==> config.mk <==
export PLATFORM = sky130hd
export DESIGN_NAME = gpio_debounce
export DESIGN_NICKNAME = d
export VERILOG_FILES = /design/src/rtl/gpio_pkg.sv /design/src/rtl/gpio_debounce_chan.sv /design/src/rtl/gpio_debounce.sv
export SDC_FILE = /design/constraint.sdc
export NUM_CORES = 1
export LEC_CHECK = 0
export CORE_MARGIN = 5
export CORE_UTILIZATION = 60
export DETAILED_ROUTE_END_ITERATION = 8
export GPL_TIMING_DRIVEN = 0
export PLACE_DENSITY = 0.88
export SLEW_MARGIN = 20
export SYNTH_ARGS = -nofsm -noshare
export SYNTH_HDL_FRONTEND = slang
export SYNTH_SLANG_ARGS = --single-unit
==> constraint.sdc <==
create_clock -name clk -period 3 [get_ports clk]
set_input_delay 0.3 -clock clk [delete_from_list [all_inputs] [get_ports clk]]
set_output_delay 0.3 -clock clk [all_outputs]
set_load 0.1 [all_outputs]
==> src/rtl/gpio_pkg.sv <==
// Shared GPIO constants so the debounce filter and the board-sensing logic agree on timing.
package gpio_pkg;

    localparam int DEBOUNCE_STABLE = 10;
    localparam int SYNC_STAGES     = 2;

    typedef enum logic [1:0] {
        EDGE_NONE = 2'b00,
        EDGE_RISE = 2'b01,
        EDGE_FALL = 2'b10
    } edge_e;

    function automatic int cnt_width(input int stable_cycles);
        return $clog2(stable_cycles + 1);
    endfunction

endpackage

==> src/rtl/gpio_debounce_chan.sv <==
// One debounce channel: input synchroniser, mismatch run counter, filtered level and edge strobes.
module gpio_debounce_chan
    import gpio_pkg::*;
#(
    parameter int SYNC_STAGES   = gpio_pkg::SYNC_STAGES,
    parameter int STABLE_CYCLES = gpio_pkg::DEBOUNCE_STABLE,
    parameter bit INIT_LEVEL    = 1'b0
) (
    input  logic clk,
    input  logic rst_n,
    input  logic en,
    input  logic sample_en,
    input  logic pin_in,
    output logic level_out,
    output logic rise,
    output logic fall,
    output logic flip_nxt
);

    localparam int              CNT_W = cnt_width(STABLE_CYCLES);
    localparam logic [CNT_W-1:0] LAST = CNT_W'(STABLE_CYCLES - 1);

    logic [SYNC_STAGES-1:0] r_sync;
    logic [CNT_W-1:0]       r_cnt;
    logic                   r_level;
    logic                   r_rise;
    logic                   r_fall;
    logic                   w_s;
    logic                   w_done;
    edge_e                  w_edge;

    assign w_s    = r_sync[SYNC_STAGES-1];
    assign w_done = en && sample_en && (w_s != r_level) && (r_cnt == LAST);

    always_comb begin
        w_edge = EDGE_NONE;
        if (w_done) begin
            w_edge = w_s ? EDGE_RISE : EDGE_FALL;
        end
    end

    // The synchroniser keeps running even while filtering is disabled or between sample ticks.
    always_ff @(posedge clk or negedge rst_n) begin
        if (!rst_n) begin
            r_sync <= {SYNC_STAGES{INIT_LEVEL}};
        end else begin
            r_sync <= {r_sync[SYNC_STAGES-2:0], pin_in};
        end
    end

    always_ff @(posedge clk or negedge rst_n) begin
        if (!rst_n) begin
            r_cnt   <= '0;
            r_level <= INIT_LEVEL;
            r_rise  <= 1'b0;
            r_fall  <= 1'b0;
        end else begin
            r_rise <= (w_edge == EDGE_RISE);
            r_fall <= (w_edge == EDGE_FALL);
            if (!en) begin
                r_cnt <= '0;
            end else if (sample_en) begin
                if (w_s == r_level) begin
                    r_cnt <= '0;
                end else if (w_done) begin
                    r_cnt   <= '0;
                    r_level <= w_s;
                end else begin
                    r_cnt <= r_cnt + 1'b1;
                end
            end
        end
    end

    assign level_out = r_level;
    assign rise      = r_rise;
    assign fall      = r_fall;
    assign flip_nxt  = w_done;

endmodule

==> src/rtl/gpio_debounce.sv <==
// Multi-channel GPIO debounce filter: independent per-pin channels plus a combined change flag.
module gpio_debounce
    import gpio_pkg::*;
#(
    parameter int CHANNELS      = 8,
    parameter int SYNC_STAGES   = gpio_pkg::SYNC_STAGES,
    parameter int STABLE_CYCLES = gpio_pkg::DEBOUNCE_STABLE,
    parameter bit INIT_LEVEL    = 1'b0
) (
    input  logic                clk,
    input  logic                rst_n,
    input  logic                en,
    input  logic                sample_en,
    input  logic [CHANNELS-1:0] pin_in,
    output logic [CHANNELS-1:0] level_out,
    output logic [CHANNELS-1:0] rise,
    output logic [CHANNELS-1:0] fall,
    output logic                any_change
);

    logic [CHANNELS-1:0] w_flip;
    logic                r_any;

    for (genvar g = 0; g < CHANNELS; g++) begin : g_chan
        gpio_debounce_chan #(
            .SYNC_STAGES  (SYNC_STAGES),
            .STABLE_CYCLES(STABLE_CYCLES),
            .INIT_LEVEL   (INIT_LEVEL)
        ) u_chan (
            .clk      (clk),
            .rst_n    (rst_n),
            .en       (en),
            .sample_en(sample_en),
            .pin_in   (pin_in[g]),
            .level_out(level_out[g]),
            .rise     (rise[g]),
            .fall     (fall[g]),
            .flip_nxt (w_flip[g])
        );
    end

    // Built from the channels' next-cycle flip terms so the flag lands with the strobes.
    always_ff @(posedge clk or negedge rst_n) begin
        if (!rst_n) begin
            r_any <= 1'b0;
        end else begin
            r_any <= |w_flip;
        end
    end

    assign any_change = r_any;

endmodule

==> run metrics, run 1 <==
outcome completed; first-pass GRT wire length approximately 11,000 um; vias in the first global route 2,371; Critical Path RT ~2.7 ns; Post-Synth XOR/XNOR Area under 10%; sw frac 21.1%; RSZ-0062 raised after global routing false; Max stage delay on crit path approximately 1.1 ns; syn nets around 320; Setup-failing EPs final 0; Placement Rows 27; htree depth 3; switching power approximately 0.00043 W; Post-Synthesis Cells roughly 290; grt total ovfl 0; critical path's top delay family buffers and inverters; dpl cells 399; pwr dens ~500 nW/um2; Slew @ Worst Pin ~0.99 ns; Area Overhead vs Synth 21.3%; Post-route DRC 0; Tcrit/Tclk final between 70% and 80%; I/O Buffers 35; multiplexer share of the synthesized area 3.29%; CP startpoint kind register; post-synthesis cell area 3350 um2; die area slightly above 7000 um2; CTS root buffer clkbuf_8; share of cells above drive strength 1 roughly 17%; Netlist cell types 39; Synthesis Warnings 0; worst vdd ir 0.000374 V; CP bufs+invs 2; asr flop ratio synth 100%; sequential-to-total area share from yosys stat between 50% and 60%; die width 84.7 um; Routed WL per cell 15.1 um; total CTS buffers 9; max cap viols 0; Int Pwr between 0.0015 and 0.002 W; DR vias 2,312; antenna cell count 0; max-slew violation count 0; cell chain of the critical path buf_4 -> clkdlybuf4s50_1; antenna violations before repair 0; sequential power share between 50% and 60%; final wirelength between 6000 and 7000 um; Slowest-stage cell, CP clkdlybuf4s50_1; Clk pwr share a little under half; # IOs 37; multi-input logic area between 1000 and 1500 um2; leading cell type in the layout, fill and taps excluded dfrtp_1; Yosys reg bits 73; routability cong. roughly 0.76; CP Class reg2out; Clock transition at path regs approximately 0.070 ns; Tot Pwr around 0.0020 W; Comb power frac about 4.7%; initial DRC count 135; DP Wirelength about 4200 um; fmax 0.432 GHz; ANT nets after route 0; nature of the critical path endpoint output pin; # fillers 380; fin nets approximately 370; Bufs on Longest Clock Path 2; Synth Area in Adders 5.98%; post-route minimum period 2.31 ns; endpoints failing hold 0; EDFF count, synth 0; WP data arrival approximately 2 ns; Hold Path Class in2reg; CTS Sinks 73; post-cts sizing count 0; LEAKAGE 1.88 nW; most frequent cells in the layout dfrtp_1, clkdlybuf4s50_1, nand2_1; CTS tree yes; drt first pass iters 4; syn avg cell area roughly 12 um2; post-synthesis simple-gate area fraction about 18%; overall routing resource usage 19.6%; Synth Area in Compound Gates under 10%; largest net degree at the start of global routing 41; Initial Utilization approximately 60%; Vias per Instance ~5.6; Post-synth top flop dfrtp_1; clk_lat worst skew ~0.35 ns; critical-path maximum fanout 5; register area 1830 um2; largest family of logic cells by synthesized area simple AND/OR/NAND/NOR gates; core area between 5000 and 6000 um2; clock skew between 0.007 and 0.008 ns; fin cells 416; Max-slew headroom 34.0%; Die Y around 85 um
[per-stage QoR]
step                utilization [%]  hold WS (ns)  cell area [um2]  setup WS [ns]  setup TNS [ns]
floorplan                         -       0.00441             3350           1.36               0
global placement               69.2         0.332             3790         -0.792          -57.70
detailed placement             69.5         0.279             3810          0.895               0
CTS                            74.2         0.211             4060          0.659               0
global route                   74.2         0.217             4060          0.616               0
finish                         74.2         0.217             4060          0.687               0
[worst register-to-register path, cell delays in order, from the launching register on]
cell     delay (ns)
dfrtp_1        0.40
inv_1          0.08
ha_1           0.14
and3b_1        0.20
nor3b_1        0.46
mux2_2         0.41
[cell type report]
class                           instances  area share, %
Multi-Input combinational cell        178           31.2
Clock buffer                           11           3.48
Clock inverter                          5           2.53
Tap cell                               72           2.22
Sequential cell                        73           45.0
Buffer                                 29           5.30
Inverter                               11           1.02
Timing Repair Buffer                   37           9.31
[layer usage]
metal	vias to the layer above	global-route usage [%]	part of all wire (%)
li1	1087	-	-
met1	1161	24.0	42
met2	49	32.2	52
met3	15	4.32	3.8
met4	0	10.4	2.4
met5	-	0	0
[flip-flops by register name (all words and copies together), names as in the netlist]
signal,cells
any_change,1
g_chan.u_chan.rise,8
g_chan.u_chan.r_cnt,32
g_chan.u_chan.fall,8
g_chan.u_chan.r_sync,16
g_chan.u_chan.level_out,8
[timing repair]
| action | 4_1_cts | 5_1_grt |
|---|---|---|
| setup buffers | 0 | 0 |
| hold endpoints to repair | 33 | 0 |
| hold buffers | 1 | 0 |
[cells in the mapped netlist, types with 6 or more instances]
library cell,instances,share of area (%)
inv_1,11,1.2
o21ai_0,12,1.8
nor2b_1,8,1.5
nand3_1,10,1.5
ha_1,16,6.0
buf_4,24,5.4
nor2_1,6,0.67
nand3b_1,9,2.0
nand2_1,26,2.9
nor3b_1,14,3.1
o22ai_1,9,1.7
mux2_2,8,2.7
dfrtp_1,73,55
and2_1,6,1.1
[cells by family after synthesis]
logic type,count (synthesis)
simple gates,101
flops,73
compound gates,42
buf+inv,40
fa+ha+maj,16
mux,10
xor+xnor,9
[path summary, 6_finish.rpt]
path                                                        startpoint                                     end  slack [ns]  depth (start not counted)
min in group asynchronous                                        rst_n  g_chan[5].u_chan.level_out$_DFFE_PN0P_        0.45                          2
worst min register to register    g_chan[6].u_chan.r_sync[0]$_DFF_PN0_    g_chan[6].u_chan.r_sync[1]$_DFF_PN0_        0.35                          0
worst max register to register   g_chan[5].u_chan.r_cnt[1]$_DFFE_PN0P_  g_chan[5].u_chan.level_out$_DFFE_PN0P_        1.19                          5
max in group asynchronous                                        rst_n    g_chan[0].u_chan.r_sync[0]$_DFF_PN0_        2.00                          3
worst min-delay path                                                en   g_chan[1].u_chan.r_cnt[2]$_DFFE_PN0P_        0.22                          2
worst max-delay path            g_chan[6].u_chan.level_out$_DFFE_PN0P_                            level_out[6]        0.69                          2
[power by group through the flow]
| stage | registers (W) | logic, W | clock network (W) |
|---|---|---|---|
| floorplan | 0.00104 | 0.0000442 | 0 |
| global placement | 0.00104 | 0.0000877 | 0 |
| detailed placement | 0.00104 | 0.0000955 | 0 |
| CTS | 0.00102 | 0.0000974 | 0.000940 |
| global route | 0.00102 | 0.000108 | 0.000991 |
| finish | 0.00102 | 0.0000954 | 0.000928 |
Note: power is estimated with default switching activity, not from simulation.
==> run 2: changes to the inputs <==
CORE_UTILIZATION = 50   (was 60)
PLACE_DENSITY = 0.79   (was 0.88)
clock period = 1.9 ns   (was 3 ns; I/O delays follow)
==> run 2 against run 1 <==
Against the previous run:
- first-iteration DRC count is 18% lower
- die area is 18% higher
- total power increased by 67%
- largest cell class unchanged
==> run metrics, run 2 (synthesis gave the netlist of run 1 again) <==
outcome completed (unchanged); CP Class reg2out (unchanged); setup ws final 0.0515 ns (was 0.687 ns); die width 91.8 um (was 84.7 um); vias in the first global route 2,399 (was 2,371); Area Overhead vs Synth 21.5% (was 21.3%); routability cong. 0.788 (was 0.763); Max stage delay on crit path 0.81 ns (was 1.13 ns); Clock transition at path regs 0.08 ns (was 0.07 ns); CTS tree yes (unchanged); Bufs on Longest Clock Path 2 (unchanged); Die Y 91.8 um (was 84.7 um); antenna violations before repair 0 (unchanged); register area 1830 um2 (unchanged); final wirelength 6150 um (was 6290 um); Initial Utilization 52.1% (was 61.2%); ANT nets after route 0 (unchanged); Fin Setup TNS 0 ns (unchanged); post-route minimum period ~1.8 ns; htree depth 3 (unchanged); critical path's top delay family buffers and inverters (unchanged); Max-slew headroom 35.9% (was 34.0%); fin nets 367 (unchanged); Regs by FF count g_chan.u_chan.r_cnt: 32 flops, g_chan.u_chan.r_sync: 16 flops (unchanged); pwr dens 839 nW/um2 (was 504 nW/um2); die area 8430 um2 (was 7170 um2); largest net degree at the start of global routing 41 (unchanged); DP Wirelength 4230 um (was 4200 um); leading cell type in the layout, fill and taps excluded dfrtp_1 (unchanged); endpoints failing hold 0 (unchanged); clk_lat worst skew 0.35 ns (about the same); DR vias 2,255 (was 2,312); worst vdd ir 0.000615 V (was 0.000374 V); nature of the critical path endpoint output pin (unchanged); cell chain of the critical path buf_4 -> clkdlybuf4s15_1 (was buf_4 -> clkdlybuf4s50_1); placed inst area 3810 um2 (about the same); antenna cell count 0 (unchanged); max reg flops 32 (unchanged); Post-route DRC 0 (unchanged); Setup-failing EPs final 0 (unchanged); CTS root buffer clkbuf_8 (unchanged); Vias per Instance 5.36 (was 5.56); critical-path maximum fanout 3 (was 5); WP data arrival 1.66 ns (was 2.01 ns); Largest Register g_chan.u_chan.r_cnt (unchanged); Slew @ Worst Pin 0.966 ns (was 0.987 ns); Setup WS pre-CTS -0.122 ns (was 0.895 ns); fmax around 0.54 GHz; max cap viols 0 (unchanged); grt total ovfl 0 (unchanged); I/O Buffers 35 (unchanged); initial DRC count 111 (was 135); post-route cell area 4070 um2 (was 4060 um2); postcts setup bufs 0 (unchanged); drt first pass iters 4 (unchanged); Placement Rows 29 (was 27); overall routing resource usage 16.2% (was 19.6%); share of cells above drive strength 1 19.5% (was 16.9%); Routed WL per cell 14.6 um (was 15.1 um); CP bufs+invs 2 (unchanged); core area 6420 um2 (was 5470 um2); max-slew violation count 0 (unchanged); CP startpoint kind register (unchanged); Slowest-stage cell, CP clkdlybuf4s15_1 (was clkdlybuf4s50_1); # IOs 37 (unchanged); # fillers 506 (was 380); multi-input logic area 1270 um2 (was 1260 um2); first-pass GRT wire length 10,900 um (was 11,000 um); RSZ-0062 raised after global routing false (unchanged); Tcrit/Tclk final a little over nine tenths; LEAKAGE 1.99 nW (was 1.88 nW); final core occ 63.4% (was 74.2%); clock skew 0.00898 ns (was 0.00709 ns); Tot Pwr 0.00341 W (was 0.00205 W); total CTS buffers 9 (unchanged); Hold Path Class in2reg (unchanged); most frequent cells in the layout dfrtp_1, nand2_1, buf_4 (was dfrtp_1, clkdlybuf4s50_1, nand2_1); CTS Sinks 73 (unchanged); Critical Path RT 1.71 ns (was 2.70 ns)
run 2: cell count changes in the layout (fill, tap and decap cells not counted), sizes merged:
cell | before | now
bufinv | 3 | 4
dlygate4sd2 | 0 | 17
clkdlybuf4s50 | 34 | 9
buf | 29 | 30
clkinvlp | 1 | 0
clkbuf | 13 | 16
clkdlybuf4s15 | 0 | 4
run 2: worst paths after layout:
path	to	slack [ns]	cells after the start	start
max	level_out[3]	0.05	2	g_chan[3].u_chan.level_out$_DFFE_PN0P_
min	g_chan[5].u_chan.r_cnt[2]$_DFFE_PN0P_	0.11	2	en
max reg2reg	g_chan[3].u_chan.level_out$_DFFE_PN0P_	0.11	5	g_chan[3].u_chan.r_cnt[1]$_DFFE_PN0P_
min reg2reg	g_chan[6].u_chan.r_sync[1]$_DFF_PN0_	0.35	0	g_chan[6].u_chan.r_sync[0]$_DFF_PN0_
max in group asynchronous	g_chan[6].u_chan.r_cnt[0]$_DFFE_PN0P_	1.02	3	rst_n
min in group asynchronous	g_chan[5].u_chan.r_sync[0]$_DFF_PN0_	0.33	2	rst_n
run 2: where the power goes:
group	switching, W	internal, W	leakage [nW]	total (W)
Combinational	0.0000897	0.0000588	0.869	0.000148
Clock	0.000577	0.00107	0.140	0.00165
Sequential	0.0000284	0.00158	0.978	0.00161
Total	0.000695	0.00272	1.99	0.00341
run 2: timing repair:
| item | in CTS | in global routing |
|---|---|---|
| hold buffers | 1 | 0 |
| hold endpoints to repair | 33 | 0 |
| endpoints found under the setup margin | 25 | 5 |
| resized for setup | 34 | 6 |
| gates cloned | 0 | 0 |
run 2: final cells by class:
cell class,instances,area share (%)
multi-input combinational,178,31.2
inverter,11,1.01
clock inverter,5,3.08
buffer,29,5.29
timing repair buffer,37,8.43
tap,77,2.37
sequential,73,44.9
clock buffer,11,3.72
run 2: metal layers:
layer / global-route usage (%) / wire length [um] / share of wire (%) / up-vias
li1: - / - / - / 1085
met1: 19.6 / 2700 / 44 / 1116
met2: 27.1 / 3090 / 50 / 42
met3: 4.58 / 250 / 4.1 / 12
met4: 6.93 / 106 / 1.7 / 0
met5: 0 / 0 / 0 / -
run 2: stage by stage:
stage	instances	hold WS [ns]
finish	421	0.109
floorplan	291	-0.106
global route	421	0.107
CTS	421	0.104
global placement	403	0.332
detailed placement	404	0.170
==> run 3: changes to the inputs <==
PLACE_DENSITY = 0.83   (was 0.79)
==> run 3 against run 2 <==
Against the previous run:
- register-to-register slack better by 0.03 ns
- sequential cell count unchanged
- die area unchanged
- hold slack about the same
- critical path type unchanged
==> run metrics, run 3 (synthesis gave the netlist of run 1 again) <==
Die Y 91.8 um (unchanged); die width 91.8 um (unchanged); Hold WS 0.109 ns (about the same); grt total ovfl 0 (unchanged); LEAKAGE 1.93 nW (was 1.99 nW); sequential power share 58.3% (was 47.2%); Comb power frac 5.5% (was 4.4%); CP startpoint kind register (unchanged); share of cells above drive strength 1 18.7% (was 19.5%); Fin Setup TNS 0 ns (unchanged); RSZ-0062 raised after global routing false (unchanged); DP Wirelength 4260 um (was 4230 um); total CTS buffers 9 (unchanged); Post-route DRC 0 (unchanged); final wirelength 6090 um (was 6150 um); final core occ 61.6% (was 63.4%); Initial Utilization 52.1% (unchanged); Setup-failing EPs final 0 (unchanged); CTS Sinks 73 (unchanged); antenna violations before repair 0 (unchanged); clk_lat worst skew 0.34 ns (was 0.35 ns); postcts setup bufs 0 (unchanged); Int Pwr 0.00210 W (was 0.00272 W); Placement Rows 29 (unchanged); htree depth 3 (unchanged); fmax 0.543 GHz (was 0.541 GHz); max reg flops 32 (unchanged); Setup WS pre-CTS -0.115 ns (was -0.122 ns); die area 8430 um2 (unchanged); Largest Register g_chan.u_chan.r_cnt (unchanged); first-pass GRT wire length 10,500 um (was 10,900 um); overall routing resource usage 15.5% (was 16.2%); Clk pwr share 36.1% (was 48.4%); max cap viols 0 (unchanged); nature of the critical path endpoint output pin (unchanged); vias in the first global route 2,333 (was 2,399); Bufs on Longest Clock Path 2 (unchanged); max-slew violation count 0 (unchanged); Clock transition at path regs 0.07 ns (was 0.08 ns); largest net degree at the start of global routing 52 (was 41); Vias per Instance 5.32 (was 5.36); # IOs 37 (unchanged); routability cong. 0.809 (was 0.788); WP data arrival 1.65 ns (was 1.66 ns); Tot Pwr 0.00276 W (was 0.00341 W); critical-path maximum fanout 3 (unchanged); Tcrit/Tclk final 96.9% (was 97.3%); drt first pass iters 4 (unchanged); CP Class reg2out (unchanged); sw frac 24.1% (was 20.4%); antenna cell count 0 (unchanged); setup ws final 0.0580 ns (was 0.0515 ns); leading cell type in the layout, fill and taps excluded dfrtp_1 (unchanged); CTS root buffer clkbuf_8 (unchanged); outcome completed (unchanged); pwr dens 698 nW/um2 (was 839 nW/um2); Critical Path RT 1.71 ns (about the same); worst vdd ir 0.000554 V (was 0.000615 V); Area Overhead vs Synth 18.2% (was 21.5%); Regs by FF count g_chan.u_chan.r_cnt: 32 flops, g_chan.u_chan.r_sync: 16 flops (unchanged); post-route minimum period 1.84 ns (was 1.85 ns); fin nets 367 (unchanged); ANT nets after route 0 (unchanged); CTS tree yes (unchanged); Max-slew headroom 35.8% (was 35.9%); clock skew 0.00923 ns (was 0.00898 ns); switching power 0.000666 W (was 0.000695 W); I/O Buffers 35 (unchanged); DR vias 2,229 (was 2,255); endpoints failing hold 0 (unchanged); initial DRC count 62 (was 111); core area 6420 um2 (unchanged); most frequent cells in the layout dfrtp_1, nand2_1, buf_4 (unchanged); Routed WL per cell 14.5 um (was 14.6 um); Hold Path Class in2reg (unchanged); Slew @ Worst Pin 0.967 ns (was 0.966 ns)
-- run 3: cell types whose count changed in the layout (fill, tap and decap cells not counted), sizes merged --
| cell | before | now |
|---|---|---|
| bufinv | 4 | 0 |
| clkbuf | 16 | 15 |
| clkinv | 1 | 3 |
| clkinvlp | 0 | 1 |
-- run 3: final timing paths --
check | from | end | slack [ns] | cells after the start
max reg2reg | g_chan[5].u_chan.r_cnt[1]$_DFFE_PN0P_ | g_chan[5].u_chan.r_cnt[3]$_DFFE_PN0P_ | 0.14 | 6
max in group asynchronous | rst_n | g_chan[5].u_chan.r_cnt[3]$_DFFE_PN0P_ | 1.06 | 3
max | g_chan[1].u_chan.level_out$_DFFE_PN0P_ | level_out[1] | 0.06 | 2
min in group asynchronous | rst_n | g_chan[6].u_chan.r_sync[0]$_DFF_PN0_ | 0.29 | 2
min reg2reg | g_chan[5].u_chan.r_sync[0]$_DFF_PN0_ | g_chan[5].u_chan.r_sync[1]$_DFF_PN0_ | 0.35 | 0
min | en | g_chan[1].u_chan.r_cnt[2]$_DFFE_PN0P_ | 0.11 | 2
-- run 3: final cells by class --
type / count / area, um2
repair buffers: 37 / 348
inverters: 11 / 41.3
flip-flops and latches: 73 / 1830
clock buffers: 10 / 128
plain buffers: 29 / 215
fillers: 527 / 2460
multi-input cells: 178 / 1280
clock inverters: 4 / 22.5
well taps: 77 / 96.3
-- run 3: per-layer routing --
metal / part of all wire [%] / global-route usage, % / vias up
li1: - / - / 1079
met1: 45 / 19.3 / 1108
met2: 50 / 25.7 / 30
met3: 3.2 / 3.44 / 12
met4: 2.0 / 7.30 / 0
met5: 0 / 0 / -
-- run 3: worst max-delay path, stage by stage (launching register included) --
cell and delay (ns):
dfrtp_1 0.39, buf_4 0.12, clkdlybuf4s15_1 0.80
-- run 3: power by group through the flow --
| stage | Clock (W) | Combinational, W | Sequential, W |
|---|---|---|---|
| floorplan | 0 | 0.0000698 | 0.00164 |
| global placement | 0 | 0.000139 | 0.00164 |
| detailed placement | 0 | 0.000153 | 0.00164 |
| CTS | 0.00101 | 0.000155 | 0.00161 |
| global route | 0.00109 | 0.000172 | 0.00162 |
| finish | 0.000999 | 0.000153 | 0.00161 |
-- run 3: per-stage QoR --
stage,std cells,instance area (um2)
floorplan,291,3350
global placement,403,3790
detailed placement,404,3820
CTS,419,3950
global route,419,3960
finish,419,3960
-- run 3: what timing repair did --
| action | 4_1_cts | 5_1_grt |
|---|---|---|
| endpoints found under the hold margin | 22 | 0 |
| setup endpoints to repair | 25 | 10 |
| hold buffers | 1 | 0 |
| gates resized for setup | 30 | 10 |
